<file path="config.mk">
export PLATFORM = sky130hd
export DESIGN_NAME = seq_arith_unit
export DESIGN_NICKNAME = d
export VERILOG_FILES = /design/src/rtl/seq_arith_unit.sv
export SDC_FILE = /design/constraint.sdc
export NUM_CORES = 1
export LEC_CHECK = 0
export BUFFER_PORTS_ARGS = -buffer_cell sky130_fd_sc_hd__buf_2
export CORE_MARGIN = 2
export CORE_UTILIZATION = 56
export CTS_BUF_LIST = sky130_fd_sc_hd__clkbuf_4 sky130_fd_sc_hd__clkbuf_8
export CTS_CLUSTER_SIZE = 24
export DETAILED_ROUTE_END_ITERATION = 12
export GPL_ROUTABILITY_DRIVEN = 0
export PLACE_DENSITY = 0.79
export RECOVER_POWER = 25
export SYNTH_ARGS = -nofsm -noshare
export SYNTH_HDL_FRONTEND = slang
export SYNTH_SLANG_ARGS = --single-unit
</file>
<file path="constraint.sdc">
create_clock -name clk -period 3.1 [get_ports clk]
set_clock_uncertainty 0.15 [all_clocks]
set_input_delay 0.155 -clock clk [delete_from_list [all_inputs] [get_ports clk]]
set_output_delay 0.155 -clock clk [all_outputs]
set_load 0.05 [all_outputs]
</file>
<file path="src/rtl/seq_arith_unit.sv">
// Sequential ADD/SUB/MUL/DIV unit; SEQ_ARITH_OVF_EN adds a registered overflow output.
// Latency: ADD/SUB and divide-by-zero 1 cycle, MUL/DIV WIDTH cycles after the accepting edge.
// No backpressure: enable is ignored while busy; results hold until the next completion.
module seq_arith_unit #(
  parameter int WIDTH = 16
) (
  input  logic             clk,
  input  logic             rst,
  input  logic [WIDTH-1:0] a,
  input  logic [WIDTH-1:0] b,
  input  logic [1:0]       func,
  input  logic             enable,
  output logic             busy,
  output logic             arith_flag,
  output logic [WIDTH-1:0] arith_out,
  output logic [WIDTH-1:0] arith_out_hi,
  output logic             carry_out,
  output logic             div_by_zero
`ifdef SEQ_ARITH_OVF_EN
  ,
  output logic             overflow
`endif
);

  localparam int CW = $clog2(WIDTH);
  localparam logic [1:0] F_ADD = 2'b00;
  localparam logic [1:0] F_SUB = 2'b01;
  localparam logic [1:0] F_DIV = 2'b11;

  typedef enum logic {IDLE, RUN} state_t;

  state_t          state;
  logic            op_div;
  logic [CW-1:0]   cnt;
  logic [WIDTH-1:0] opa_q;   // multiplicand for MUL, divisor for DIV
  logic [WIDTH-1:0] acc_hi;  // partial product high half / partial remainder
  logic [WIDTH-1:0] acc_lo;  // multiplier shifting out / dividend shifting into quotient

  logic [WIDTH:0]   add_full;
  logic [WIDTH:0]   sub_full;
  logic [WIDTH:0]   mul_sum;
  logic [WIDTH:0]   div_shift;
  logic             div_ge;
  logic [WIDTH-1:0] div_sub;
  logic [WIDTH-1:0] nxt_hi;
  logic [WIDTH-1:0] nxt_lo;

  assign add_full  = {1'b0, a} + {1'b0, b};
  assign sub_full  = {1'b0, a} - {1'b0, b};

  assign mul_sum   = {1'b0, acc_hi} + (acc_lo[0] ? {1'b0, opa_q} : '0);
  assign div_shift = {acc_hi, acc_lo[WIDTH-1]};
  assign div_ge    = div_shift >= {1'b0, opa_q};
  // True difference is below the divisor, so the low WIDTH bits are exact.
  assign div_sub   = div_shift[WIDTH-1:0] - opa_q;

`ifdef SEQ_ARITH_OVF_EN
  logic add_ovf;
  logic sub_ovf;
  assign add_ovf = (a[WIDTH-1] == b[WIDTH-1]) && (add_full[WIDTH-1] != a[WIDTH-1]);
  assign sub_ovf = (a[WIDTH-1] != b[WIDTH-1]) && (sub_full[WIDTH-1] != a[WIDTH-1]);
`endif

  always_comb begin
    nxt_hi = '0;
    nxt_lo = '0;
    if (op_div) begin
      nxt_hi = div_ge ? div_sub : div_shift[WIDTH-1:0];
      nxt_lo = {acc_lo[WIDTH-2:0], div_ge};
    end else begin
      nxt_hi = mul_sum[WIDTH:1];
      nxt_lo = {mul_sum[0], acc_lo[WIDTH-1:1]};
    end
  end

  always_ff @(posedge clk or negedge rst) begin
    if (!rst) begin
      state        <= IDLE;
      op_div       <= 1'b0;
      cnt          <= '0;
      opa_q        <= '0;
      acc_hi       <= '0;
      acc_lo       <= '0;
      busy         <= 1'b0;
      arith_flag   <= 1'b0;
      arith_out    <= '0;
      arith_out_hi <= '0;
      carry_out    <= 1'b0;
      div_by_zero  <= 1'b0;
`ifdef SEQ_ARITH_OVF_EN
      overflow     <= 1'b0;
`endif
    end else begin
      arith_flag <= 1'b0;
      case (state)
        IDLE: begin
          if (enable) begin
            case (func)
              F_ADD: begin
                arith_out    <= add_full[WIDTH-1:0];
                arith_out_hi <= '0;
                carry_out    <= add_full[WIDTH];
                div_by_zero  <= 1'b0;
                arith_flag   <= 1'b1;
`ifdef SEQ_ARITH_OVF_EN
                overflow     <= add_ovf;
`endif
              end
              F_SUB: begin
                arith_out    <= sub_full[WIDTH-1:0];
                arith_out_hi <= '0;
                carry_out    <= sub_full[WIDTH];
                div_by_zero  <= 1'b0;
                arith_flag   <= 1'b1;
`ifdef SEQ_ARITH_OVF_EN
                overflow     <= sub_ovf;
`endif
              end
              default: begin
                if (func == F_DIV && b == '0) begin
                  arith_out    <= '1;
                  arith_out_hi <= a;
                  carry_out    <= 1'b0;
                  div_by_zero  <= 1'b1;
                  arith_flag   <= 1'b1;
`ifdef SEQ_ARITH_OVF_EN
                  overflow     <= 1'b0;
`endif
                end else begin
                  op_div <= func[0];
                  opa_q  <= func[0] ? b : a;
                  acc_hi <= '0;
                  acc_lo <= func[0] ? a : b;
                  cnt    <= '0;
                  busy   <= 1'b1;
                  state  <= RUN;
                end
              end
            endcase
          end
        end
        RUN: begin
          acc_hi <= nxt_hi;
          acc_lo <= nxt_lo;
          cnt    <= cnt + 1'b1;
          // Results only reach the outputs on the final iteration.
          if (cnt == CW'(WIDTH - 1)) begin
            arith_out    <= nxt_lo;
            arith_out_hi <= nxt_hi;
            carry_out    <= 1'b0;
            div_by_zero  <= 1'b0;
            arith_flag   <= 1'b1;
`ifdef SEQ_ARITH_OVF_EN
            overflow     <= !op_div && (nxt_hi != '0);
`endif
            busy         <= 1'b0;
            state        <= IDLE;
          end
        end
        default: state <= IDLE;
      endcase
    end
  end

endmodule

</file>
== Word level (Yosys, flattened, before mapping) ==
Cells that the tools add are included.

* Add/sub/neg operators: 5
* $mul: 0
* Divide/modulo/power cells: 0
* $lt $le $gt $ge: 1
* Equal/unequal tests: 9
* Shift-type cells: 0
* Muxes and demuxes: 51
* Bitwise operators: 3
* Reduce and logical (&&, ||, !) cells: 9

{| class="wikitable"
|+ Operators with widths
! cell !! number
|-
| $mux W16 || 19
|-
| $pmux W16 S2 || 5
|-
| $add A16 B16 Y17 || 2
|-
| $ge A17 B16 Y1 || 1
|-
| $mux W1 || 17
|-
| $sub A16 B16 Y17 || 1
|-
| $logic_not A16 Y1 || 1
|-
| $sub A16 B16 Y16 || 1
|-
| $mux W4 || 3
|-
| $pmux W1 S2 || 6
|-
| $reduce_and A3 Y1 || 3
|-
| $pmux W4 S2 || 1
|-
| $reduce_and A4 Y1 || 2
|-
| $ne A2 B2 Y1 const B || 3
|-
| $add A4 B1 Y4 const B || 1
|-
| $eq A4 B4 Y1 const B || 1
|-
| $ne A4 B2 Y1 const B || 1
|-
| $ne A3 B3 Y1 const B || 1
|-
| $not A1 Y1 || 3
|-
| $eq A2 B1 Y1 const B || 1
|-
| $eq A2 B2 Y1 const B || 1
|-
| $logic_not A2 Y1 || 1
|-
| $ne A2 B1 Y1 const B || 1
|-
| $reduce_or A2 Y1 || 1
|-
| $logic_and A1 B1 Y1 || 1
|}

* Flip-flop bits (word level): 90
* Bits in latches: 0
* Bits in writable memories: 0
* Bits in read-only memories: 0
* Word-level logic and storage cells: 90
* Memories: 0

== Depth between registers and ports, before layout ==
* Depth in word-level cells: 6
* Depth in mapped cells: 12
* Depth with buffers taken out: 12

== Worst setup path after synthesis ==
No wires, ideal clock.

* Path type: register -> register
* Start: reg acc_lo[0]
* End: reg arith_out_hi[15]
* Setup time: 0.138 ns
* Data arrival time: 2.776 ns
* Setup slack: 0.036 ns
* Stages on the path, launching flop included: 13
* Buffers on the path: 1
* Period minus slack after synthesis: 3.064 ns
* Path through: dfrtp_1 -> clkbuf_1 -> and2_1 -> ha_1 -> fa_1 -> a21oi_1 -> o21ai_0 -> a31oi_1 -> o21bai_1 -> a41oi_1 -> a211oi_1 -> a222oi_1 -> o21ai_0

* Cells in the longest elaborated chain, start to end: 5

{| class="wikitable"
|+ RTL lines
! item !! line !! source
|-
| from (decl) || 37 || <nowiki>logic [WIDTH-1:0] acc_lo;</nowiki>
|-
| from (signal assigned) || 133 || <nowiki>acc_lo <= func[0] ? a : b;</nowiki>
|-
| from (signal assigned) || 144 || <nowiki>acc_lo <= nxt_lo;</nowiki>
|-
| $mux W16 || 51 || <nowiki>assign mul_sum = {1'b0, acc_hi} + (acc_lo[0] ? {1'b0, opa_q} : '0);</nowiki>
|-
| $add A16 B16 Y17 || 51 ||
|-
| $mux W16 || 67 || <nowiki>if (op_div) begin</nowiki>
|-
| $mux W16 || 147 || <nowiki>if (cnt == CW'(WIDTH - 1)) begin</nowiki>
|-
| $pmux W16 S2 || 95 || <nowiki>case (state)</nowiki>
|-
| to (signal assigned) || 149 || <nowiki>arith_out_hi <= nxt_hi;</nowiki>
|-
| to (decl) || 16 || <nowiki>output logic [WIDTH-1:0] arith_out_hi,</nowiki>
|}

No other way between the ends. The select of a mux whose other input is x is not followed.
A chain may end at the register's enable or synchronous reset.

== Worst setup path in the final report ==
* Start: reg opa_q[10]
* End: reg arith_out_hi[10]

* Cells in the longest elaborated chain, start to end: 5
* Elaborated cells between the ends (all ways): 8
* Classes of those cells: add/sub (2); order compare (1); mux (5)

{| class="wikitable"
|+ RTL lines
! item !! line !! source
|-
| from (decl) || 35 || <nowiki>logic [WIDTH-1:0] opa_q;</nowiki>
|-
| from (signal assigned) || 131 || <nowiki>opa_q <= func[0] ? b : a;</nowiki>
|-
| $mux W16, or another cell as far along || 51 ||
|-
| $add A16 B16 Y17 or $mux W16 (tied branches) || 51, 68 ||
|-
| $mux W16 (*) || 67 ||
|-
| $mux W16 (*) || 147 ||
|-
| $pmux W16 S2 (*) || 95 ||
|}

Every way passes the cells marked *; elsewhere a longest branch is shown, timed or not. The select of a mux whose other input is x is not followed.

==> run_results.csv <==
group,metric,value,unit
run_status,status,"complete, no violations",
worst_setup_path,crit_path_start,"opa_q[10]",
yosys,synthCells,890,
floorplanning,core-area,13200,µm²
worst_setup_path,crit_path_end,"arith_out_hi[10]",
power_and_ir_drop,p_seq_share,23.5,%
final_layout,drive_gt1_share,16.7,%
final_layout,finalInstanceArea,8700,µm²
sta,finalHoldViolCount,0,
floorplanning,die_area,14500,µm²
yosys,ys_ff_latch,90,
final_layout,fillerInstances,1095,
power_and_ir_drop,power.share.clock,9.3,%
clock_tree,cts_tree,"built",
detailed_routing,wirelength,21900,µm
detailed_routing,first_pass_iters,5,
floorplanning,die_w,120,µm
floorplanning,start_util,57.3,%
power_and_ir_drop,powerDensity,1080,nW/µm²
worst_setup_path,cp.arrival,3.11,ns
sta,setup_violations,0,
grt,grt_overflow,0,
clock_tree,root_buffer,"clkbuf_8",
final_layout,final_core_util,65.9,%
clock_tree,clk_pin_slew_worst_paths,0.10,ns
detailed_routing,drt-wirelength-per-cell,18.9,µm
floorplanning,die_y,120,µm
placed_design,placed_area,8220,µm²
yosys,synth_edf_count,0,
sta,final_max_slew_viol_count,0,
grt,grt_pass1_wl,34700,µm
worst_setup_path,r2r_slack,0.11,ns
final_layout,areaGrowthSynthToFinish,15.0,%
yosys,netlist_area,7560,µm²
sta,fin_crit_sh,96.6,%
clock_tree,cts_max_level,3,
grt,grtUsageTotal,30.3,%
yosys,synthArstFlopShare,100,%
yosys,syn_nets,996,
sta,clock.fmax,0.334,GHz
power_and_ir_drop,power.total,0.00940,W
yosys,synth_top_area_share,29.8,%
clock_tree,numCtsBuffers,9,
worst_setup_path,rr_startpoint,"opa_q[10]",
final_layout,nets,1087,
worst_setup_path,crit_required,3.21,ns
yosys,synth_flop_cell,"dfrtp_1",
detailed_routing,via_per_inst,6.27,
floorplanning,io_pins,73,
sta,period_needed,2.99,ns
clock_tree,clock_sinks,90,
grt,antenna_found_initial,0,
sta,finalSetupTns,0,ns
power_and_ir_drop,switchingPower,0.00473,W
worst_setup_path,critPathKind,"register to register",
placed_design,io_buffers,72,
final_layout,final_common_cell,"dfrtp_1",
sta,timing.hold.ws,0.00783,ns
yosys,seq_area_frac_synth,29.8,%
placed_design,hpwlAfterDp,15700,µm
yosys,avgSynthCellArea,8.50,µm²
grt,grt_pass1_vias,6956,
detailed_routing,dr.first_iter.drc_count,690,
power_and_ir_drop,combPwrFrac,67.2,%
power_and_ir_drop,irDropWorstVdd,0.000391,V
clock_tree,max-clock-path-buffers,2,
floorplanning,rows,42,
final_layout,n_antenna_cell,0,
min_path,hold_path.class,"input port to register",
yosys,synth_cell_types,66,
worst_setup_path,endpoint_kind,"register",
worst_setup_path,start_kind,"register",
power_and_ir_drop,intPower,0.00467,W
detailed_routing,remaining_drc_errors,0,
power_and_ir_drop,p_leak,4.15,nW
power_and_ir_drop,p_sw_share,50.3,%
yosys,yosys.area.top_type,"dfrtp_1",
yosys,yosys-top-cells-area,"dfrtp_1, ha_1, mux2i_1",
detailed_routing,drtAntennaViolNets,0,
sta,worst_slew_pin_slew,0.789,ns
worst_setup_path,r2r-end,"arith_out_hi[10]",
yosys,synth-warning-count,0,
worst_setup_path,path_max_fanout,11,
grt,grt_max_degree,91,
final_layout,final_cell_mix,"dfrtp_1, o21ai_0, buf_2, nand2_1, inv_1",
sta,maxSlewHeadroom,47.4,%
worst_setup_path,reg2reg_depth,9,
clock_tree,clk_latency,0.39,ns
run,maxCapViolCount,0,
detailed_routing,num_vias,7291,
==> cells by family after synthesis <==
group	synth area share, %
simple gates	14.3
flops	29.8
mux	8.98
compound gates	25.2
fa+ha+maj	11.8
buf+inv	5.79
xor+xnor	4.17
==> power groups by stage <==
stage	clock (W)	sequential, W	combinational [W]
after floorplan	0	0.00277	0.00382
after global placement	0	0.00219	0.00582
after detailed placement	0	0.00220	0.00591
after CTS	0.000875	0.00218	0.00611
after global routing	0.000927	0.00226	0.00686
final	0.000878	0.00221	0.00632
==> per-stage QoR <==
step,instances,setup slack [ns]
CTS,1160,0.000117
global placement,1126,-0.0131
detailed placement,1126,-0.0749
finish,1162,0.106
global route,1162,-0.0413
floorplan,890,0.0355
==> sequential cells by signal, indices dropped and copies added (netlist names) <==
signal	flops
acc_hi	16
acc_lo	16
arith_flag	1
arith_out	16
arith_out_hi	16
busy	1
carry_out	1
cnt	4
div_by_zero	1
op_div	1
opa_q	16
state	1
==> cells in the mapped netlist, types with 7 or more instances <==
cell and count:
a31oi_1 12, o21a_1 10, a21o_1 22, buf_2 8, xnor2_1 22, a22oi_1 8, nor3_1 14, ha_1 65
a211oi_1 15, inv_1 65, nor2_1 63, xor2_1 14, nand3_1 18, a21oi_1 62, o21bai_1 7, nand4_1 9
mux2i_1 51, and2_1 19, o21ai_0 80, nand2_1 69, nand2b_1 9, a22o_1 10, dfrtp_1 90, clkbuf_1 35
mux2_2 15
==> cell type report <==
class                           count  area (µm²)  share of cell area, %
Inverter                           66         248                   2.85
Tap cell                          176         220                   2.53
Timing Repair Buffer              125         820                   9.42
Clock buffer                        9         124                   1.42
Clock inverter                      7        85.1                  0.978
Multi-Input combinational cell    689        4950                   56.9
Sequential cell                    90        2250                   25.9
==> worst max-delay path, cell delays in order (launching register included) <==
cell	delay [ns]
dfrtp_1	0.39
inv_1	0.07
ha_1	0.41
nand4_1	0.20
o41a_1	0.50
a32oi_4	0.27
buf_12	0.17
mux2_2	0.36
a21oi_1	0.23
o21ai_0	0.12
==> what timing repair did <==
| action | 4_1_cts | 5_1_grt |
|---|---|---|
| pin swaps | 1 | 8 |
| setup endpoints to repair | 14 | 14 |
| hold buffers | 15 | 0 |
| gates resized for setup | 2 | 15 |
| hold endpoints to repair | 104 | 0 |
| buffers inserted | 3 | 2 |
==> layer usage <==
layer	vias to the layer above	share of wire, %	global-route usage (%)
met2	359	46	49.7
met4	0	3.2	10.4
li1	3403	-	-
met3	66	8.1	4.01
met1	3463	42	41.5
met5	-	0	0
==> worst min path at each step <==
stage / from / to / cells past startpoint
final: a[0] / opa_q[0] / 3
after detailed placement: rst / arith_out_hi[9] / 2
after global placement: rst / acc_hi[14] / 2
after CTS: a[7] / opa_q[7] / 3
after global routing: a[0] / opa_q[0] / 3
after floorplan: rst / acc_hi[0] / 0
No activity file was read; power rests on OpenSTA's default activity.
